$ cat src/rtl/mem_arbiter_pkg.sv
// Shared types and constants for the I/D-cache memory arbiter.
package mem_arbiter_pkg;

   localparam int unsigned ADDR_W_DEF = 28;
   localparam int unsigned DATA_W_DEF = 128;

   localparam logic PORT_I = 1'b0;
   localparam logic PORT_D = 1'b1;

   typedef enum logic [1:0] {
      IDLE  = 2'd0,
      GNT_I = 2'd1,
      GNT_D = 2'd2
   } arb_state_t;

endpackage

$ cat src/rtl/mem_arbiter_rr_pick2.sv
// Two-way round-robin selector: on a conflict the port that is not 'last' wins.
module mem_arbiter_rr_pick2
   import mem_arbiter_pkg::*;
(
   input  logic       req_i,
   input  logic       req_d,
   input  logic       last,
   output logic [1:0] gnt,
   output logic       valid
);

   always_comb begin
      gnt   = 2'b00;
      valid = req_i | req_d;
      if (req_i && req_d) begin
         if (last == PORT_I) gnt[PORT_D] = 1'b1;
         else                gnt[PORT_I] = 1'b1;
      end else if (req_d) begin
         gnt[PORT_D] = 1'b1;
      end else if (req_i) begin
         gnt[PORT_I] = 1'b1;
      end
   end

endmodule

$ cat src/rtl/mem_arbiter.sv
// Round-robin arbiter sharing one memory channel between the I-cache and D-cache.
module mem_arbiter
   import mem_arbiter_pkg::*;
#(
   parameter int unsigned ADDR_W = ADDR_W_DEF,
   parameter int unsigned DATA_W = DATA_W_DEF
) (
   input  logic              clk,
   input  logic              proc_reset,
   input  logic              i_mem_read,
   input  logic              i_mem_write,
   input  logic [ADDR_W-1:0] i_mem_addr,
   input  logic [DATA_W-1:0] i_mem_wdata,
   output logic [DATA_W-1:0] i_mem_rdata,
   output logic              i_mem_ready,
   input  logic              d_mem_read,
   input  logic              d_mem_write,
   input  logic [ADDR_W-1:0] d_mem_addr,
   input  logic [DATA_W-1:0] d_mem_wdata,
   output logic [DATA_W-1:0] d_mem_rdata,
   output logic              d_mem_ready,
   output logic              mem_read,
   output logic              mem_write,
   output logic [ADDR_W-1:0] mem_addr,
   output logic [DATA_W-1:0] mem_wdata,
   input  logic [DATA_W-1:0] mem_rdata,
   input  logic              mem_ready
);

   arb_state_t        state_q, state_d;
   logic              last_q, last_d;
   logic              mem_read_q, mem_read_d;
   logic              mem_write_q, mem_write_d;
   logic [ADDR_W-1:0] mem_addr_q, mem_addr_d;
   logic [DATA_W-1:0] mem_wdata_q, mem_wdata_d;

   logic       pend_i, pend_d;
   logic       pick_req_i, pick_req_d;
   logic [1:0] pick_gnt;
   logic       pick_valid;

   assign pend_i = i_mem_read | i_mem_write;
   assign pend_d = d_mem_read | d_mem_write;

   // In a grant state only the other port may be picked, and only in the ready cycle.
   always_comb begin
      pick_req_i = 1'b0;
      pick_req_d = 1'b0;
      case (state_q)
         IDLE: begin
            pick_req_i = pend_i;
            pick_req_d = pend_d;
         end
         GNT_I:   pick_req_d = pend_d & mem_ready;
         GNT_D:   pick_req_i = pend_i & mem_ready;
         default: ;
      endcase
   end

   mem_arbiter_rr_pick2 u_rr_pick2 (
      .req_i (pick_req_i),
      .req_d (pick_req_d),
      .last  (last_q),
      .gnt   (pick_gnt),
      .valid (pick_valid)
   );

   always_ff @(posedge clk or posedge proc_reset) begin
      if (proc_reset) begin
         state_q     <= IDLE;
         last_q      <= PORT_I;
         mem_read_q  <= 1'b0;
         mem_write_q <= 1'b0;
         mem_addr_q  <= '0;
         mem_wdata_q <= '0;
      end else begin
         state_q     <= state_d;
         last_q      <= last_d;
         mem_read_q  <= mem_read_d;
         mem_write_q <= mem_write_d;
         mem_addr_q  <= mem_addr_d;
         mem_wdata_q <= mem_wdata_d;
      end
   end

   always_comb begin
      state_d = state_q;
      case (state_q)
         IDLE: begin
            if (pick_valid) state_d = pick_gnt[PORT_D] ? GNT_D : GNT_I;
         end
         GNT_I: begin
            if (mem_ready) state_d = pick_valid ? GNT_D : IDLE;
         end
         GNT_D: begin
            if (mem_ready) state_d = pick_valid ? GNT_I : IDLE;
         end
         default: state_d = IDLE;
      endcase
   end

   // Memory-side request registers and response routing.
   always_comb begin
      last_d      = last_q;
      mem_read_d  = mem_read_q;
      mem_write_d = mem_write_q;
      mem_addr_d  = mem_addr_q;
      mem_wdata_d = mem_wdata_q;
      if (pick_valid) begin
         if (pick_gnt[PORT_D]) begin
            last_d      = PORT_D;
            mem_read_d  = d_mem_read;
            mem_write_d = d_mem_write;
            mem_addr_d  = d_mem_addr;
            mem_wdata_d = d_mem_wdata;
         end else if (pick_gnt[PORT_I]) begin
            last_d      = PORT_I;
            mem_read_d  = i_mem_read;
            mem_write_d = i_mem_write;
            mem_addr_d  = i_mem_addr;
            mem_wdata_d = i_mem_wdata;
         end
      end else if ((state_q != IDLE) && mem_ready) begin
         mem_read_d  = 1'b0;
         mem_write_d = 1'b0;
      end

      i_mem_ready = mem_ready && (state_q == GNT_I);
      d_mem_ready = mem_ready && (state_q == GNT_D);
      i_mem_rdata = (state_q == GNT_I) ? mem_rdata : '0;
      d_mem_rdata = (state_q == GNT_D) ? mem_rdata : '0;
   end

   assign mem_read  = mem_read_q;
   assign mem_write = mem_write_q;
   assign mem_addr  = mem_addr_q;
   assign mem_wdata = mem_wdata_q;

endmodule

$ cat config.mk
export PLATFORM = sky130hd
export DESIGN_NAME = mem_arbiter
export DESIGN_NICKNAME = d
export VERILOG_FILES = /design/src/rtl/mem_arbiter_pkg.sv /design/src/rtl/mem_arbiter_rr_pick2.sv /design/src/rtl/mem_arbiter.sv
export SDC_FILE = /design/constraint.sdc
export NUM_CORES = 1
export LEC_CHECK = 0
export ABC_AREA = 1
export BUFFER_PORTS_ARGS = -buffer_cell sky130_fd_sc_hd__buf_4
export CORE_AREA = 2 2 338 340
export DETAILED_ROUTE_END_ITERATION = 7
export DIE_AREA = 0 0 340 342
export PLACE_DENSITY_LB_ADDON = 0.2
export SLEW_MARGIN = 20
export SYNTH_ARGS = -nofsm -noshare
export SYNTH_HDL_FRONTEND = slang
export SYNTH_SLANG_ARGS = --single-unit
$ cat constraint.sdc
create_clock -name clk -period 5.75 [get_ports clk]
set_clock_uncertainty 0.2 [all_clocks]
set_input_delay 0.2875 -clock clk [delete_from_list [all_inputs] [get_ports clk]]
set_output_delay 0.2875 -clock clk [all_outputs]
set_load 0.1 [all_outputs]
==> out/metrics.csv <==
stage,metric,value,unit
synth,ys_warn_count,0,
setup_path,arrival,4.04,ns
grt,grt_pass1_vias,13870,
clock_tree,clock_latency,0.49,ns
final_layout,fin_area,20970,um^2
timing,slew_headroom,0.3042,
clock_tree,cts_root_buf,clkbuf_16,
grt,grt_max_degree,102,
timing,setup_tns,0,ns
setup_path,cp_max_fo,92,
placed_design,placed_area,17150,um^2
synth,synthMuxAreaShare,0,
synth,ys_types,17,
final_layout,final_cell_mix,"buf_4, nand3_1, dlygate4sd3_1",
routing,ant_nets,0,
timing,finalHoldViolations,0,
floorplan,die_h,342,um
setup_path,start_kind,input pin,
placed_design,dp_hpwl,60700,um
setup_path,path_depth,11,
clock_tree,cts_resized,0,
setup_path,cpMaxStageDelayCell,inv_6,
setup_path,cpLargestDelayFamily,buffers and inverters,
routing,firstDrtPassIters,5,
grt,overflow,0,
status,outcome,completed,
placed_design,place_congestion,0.8484,
setup_path,reg2reg_to,mem_wdata[20]$_DFFE_PP0P_,
setup_path,r2r_slack,2.12,ns
synth,synth.avg_cell_area,6.930,um^2
grt,grtUsageTotal,0.1285,
routing,vias_per_cell,3.450,
flow_run,cap_violations,0,
routing,wire_per_inst,19.66,um
timing,max_freq,262.6,MHz
hold_path,hp-class,in -> async,
final_layout,finalCoreUtilization,0.1854,
setup_path,crit_chain,dlygate4sd3_1 -> buf_4 -> inv_2 -> nand2_1 -> nand2_1 -> nand2_8 -> inv_6 -> buf_4 -> nand2_1 -> nand3_1 -> dlygate4sd3_1,
clock_tree,ctsHtreeMaxLevel,4,
clock_tree,clock_sinks,161,
synth,synth_compound_area_frac,0.002729,
setup_path,crit_path_end_kind,flip-flop,
synth,synthCells,1323,
final_layout,final_nets,2870,
synth,syn_nets,1770,
setup_path,critPathBufInv,6,
placed_design,numPortBuffers,862,
routing,dr_total_vias,13660,
synth,netlist_area,9169,um^2
clock_tree,clkTransAtPathRegs,0.08,ns
final_layout,drive_gt1_frac,0.3777,
routing,wl,77800,um
floorplan,rows,124,
synth,synth-seq-cells,161,
timing,slew_violations,0,
synth,synth_top_family_by_area,simple AND/OR/NAND/NOR gates,
floorplan,dieArea,116300,um^2
setup_path,crit_top_cell,nand2_1,
timing,post-route-period-util,0.6622,
setup_path,crit_type,in -> reg,
timing,fin_crit,3.808,ns
setup_path,slowest_delay,0.75,ns
timing,hold_slack,0.1932,ns
synth,synth_xor_area_frac,0,
timing,final-setup-viol-count,0,
clock_tree,cts_buffers,17,
final_layout,final_common_cell,buf_4,
floorplan,num_io_pins,863,
routing,drc,0,
setup_path,reg2reg_from,state_q[1]$_DFFE_PP0P_,
timing,max_slew.worst_pin.slew,1.044,ns
floorplan,die_w,340,um
final_layout,syn2layout_area_growth,128.7,%
clock_tree,clockBufferDepth,2,
setup_path,r2r_cells,8,
clock_tree,tritoncts,yes,
setup_path,cp.required,5.98,ns
floorplan,start_util,0.08107,
synth,synthAdderAreaFrac,0,
routing,drt_iter0_drc,679,
grt,antenna_found_initial,28,
grt,grt_pass1_wl,106400,um
synth,synth_seq_area_share,0.4394,
timing,rsz0062_at_grt,false,
floorplan,core_area,113100,um^2
synth,synthSimpleGateAreaFrac,0.4400,
how the worst max path moves through the flow:
stage                start                   endpoint  slack [ns]
5_1_grt          mem_ready  mem_wdata[34]$_DFFE_PP0P_        1.73
2_1_floorplan   proc_reset         last_q$_DFFE_PP0P_        0.91
3_5_place_dp   i_mem_write      mem_write$_DFFE_PP0P_        2.59
6_report         mem_ready  mem_wdata[20]$_DFFE_PP0P_        1.94
4_1_cts          mem_ready  mem_wdata[23]$_DFFE_PP0P_        1.99
3_3_place_gp   i_mem_write       mem_read$_DFFE_PP0P_        2.56
cell usage after synthesis:
cell,instances,share of area
buf_1,4,0.0016
buf_2,75,0.041
buf_4,13,0.011
buf_6,1,0.0012
clkbuf_1,20,0.0082
dfrtp_1,161,0.44
inv_1,133,0.054
inv_2,2,0.00082
nand2_1,169,0.069
nand2_2,4,0.0027
nand3_1,470,0.26
nand3_2,1,0.0011
nand3b_1,2,0.0016
nor2_1,261,0.11
nor2_2,1,0.00068
nor2_4,1,0.0012
o21ai_0,5,0.0027
metrics by stage:
step | setup WS [ns] | instances
after floorplan | 0.9142 | 1323
after global placement | 2.557 | 3598
after detailed placement | 2.594 | 3598
after CTS | 1.993 | 3948
after global routing | 1.726 | 3957
final | 1.942 | 3958
cell type report:
class | count | area, um^2
tap | 1512 | 1892
fill | 12990 | 92130
sequential | 161 | 4029
clock inverter | 15 | 186.4
timing repair buffer | 1194 | 9784
clock buffer | 17 | 425.4
multi-input combinational | 914 | 4109
antenna | 10 | 25.02
inverter | 135 | 519.2
what timing repair did:
action | 4_1_cts | 5_1_grt
buffers inserted | 0 | 0
hold buffers | 318 | 0
endpoints found under the hold margin | 256 | 0
worst min-delay path, cell delays in order:
cell and delay [ns]:
dlygate4sd3_1 0.53, buf_4 0.15, inv_8 0.45
sequential cells by signal, indices dropped and copies added, names as in the netlist:
register and flops:
mem_wdata 128, mem_addr 28, state_q 2, last_q 1, mem_read 1, mem_write 1
layer usage:
metal  global-route usage  routed length [um]  up-vias
li1                     -                   -     6443
met1               0.1413               29520     6601
met2               0.2316               41120      527
met3              0.03412                4711       83
met4              0.05503                2417        2
met5                    0                  20        -
kinds of logic (layout without fill, tap and decap cells):
logic type             after synthesis  in the layout
AOI/OAI and AO/OA                    5              5
and+or+nand+nor                    909            909
buffers and inverters              248           1361
other                                0             10
DFF                                161            161
Power is left out: the tool's default activity adds up to more than one toggle a clock period on the data nets, which glitch-free logic cannot reach.
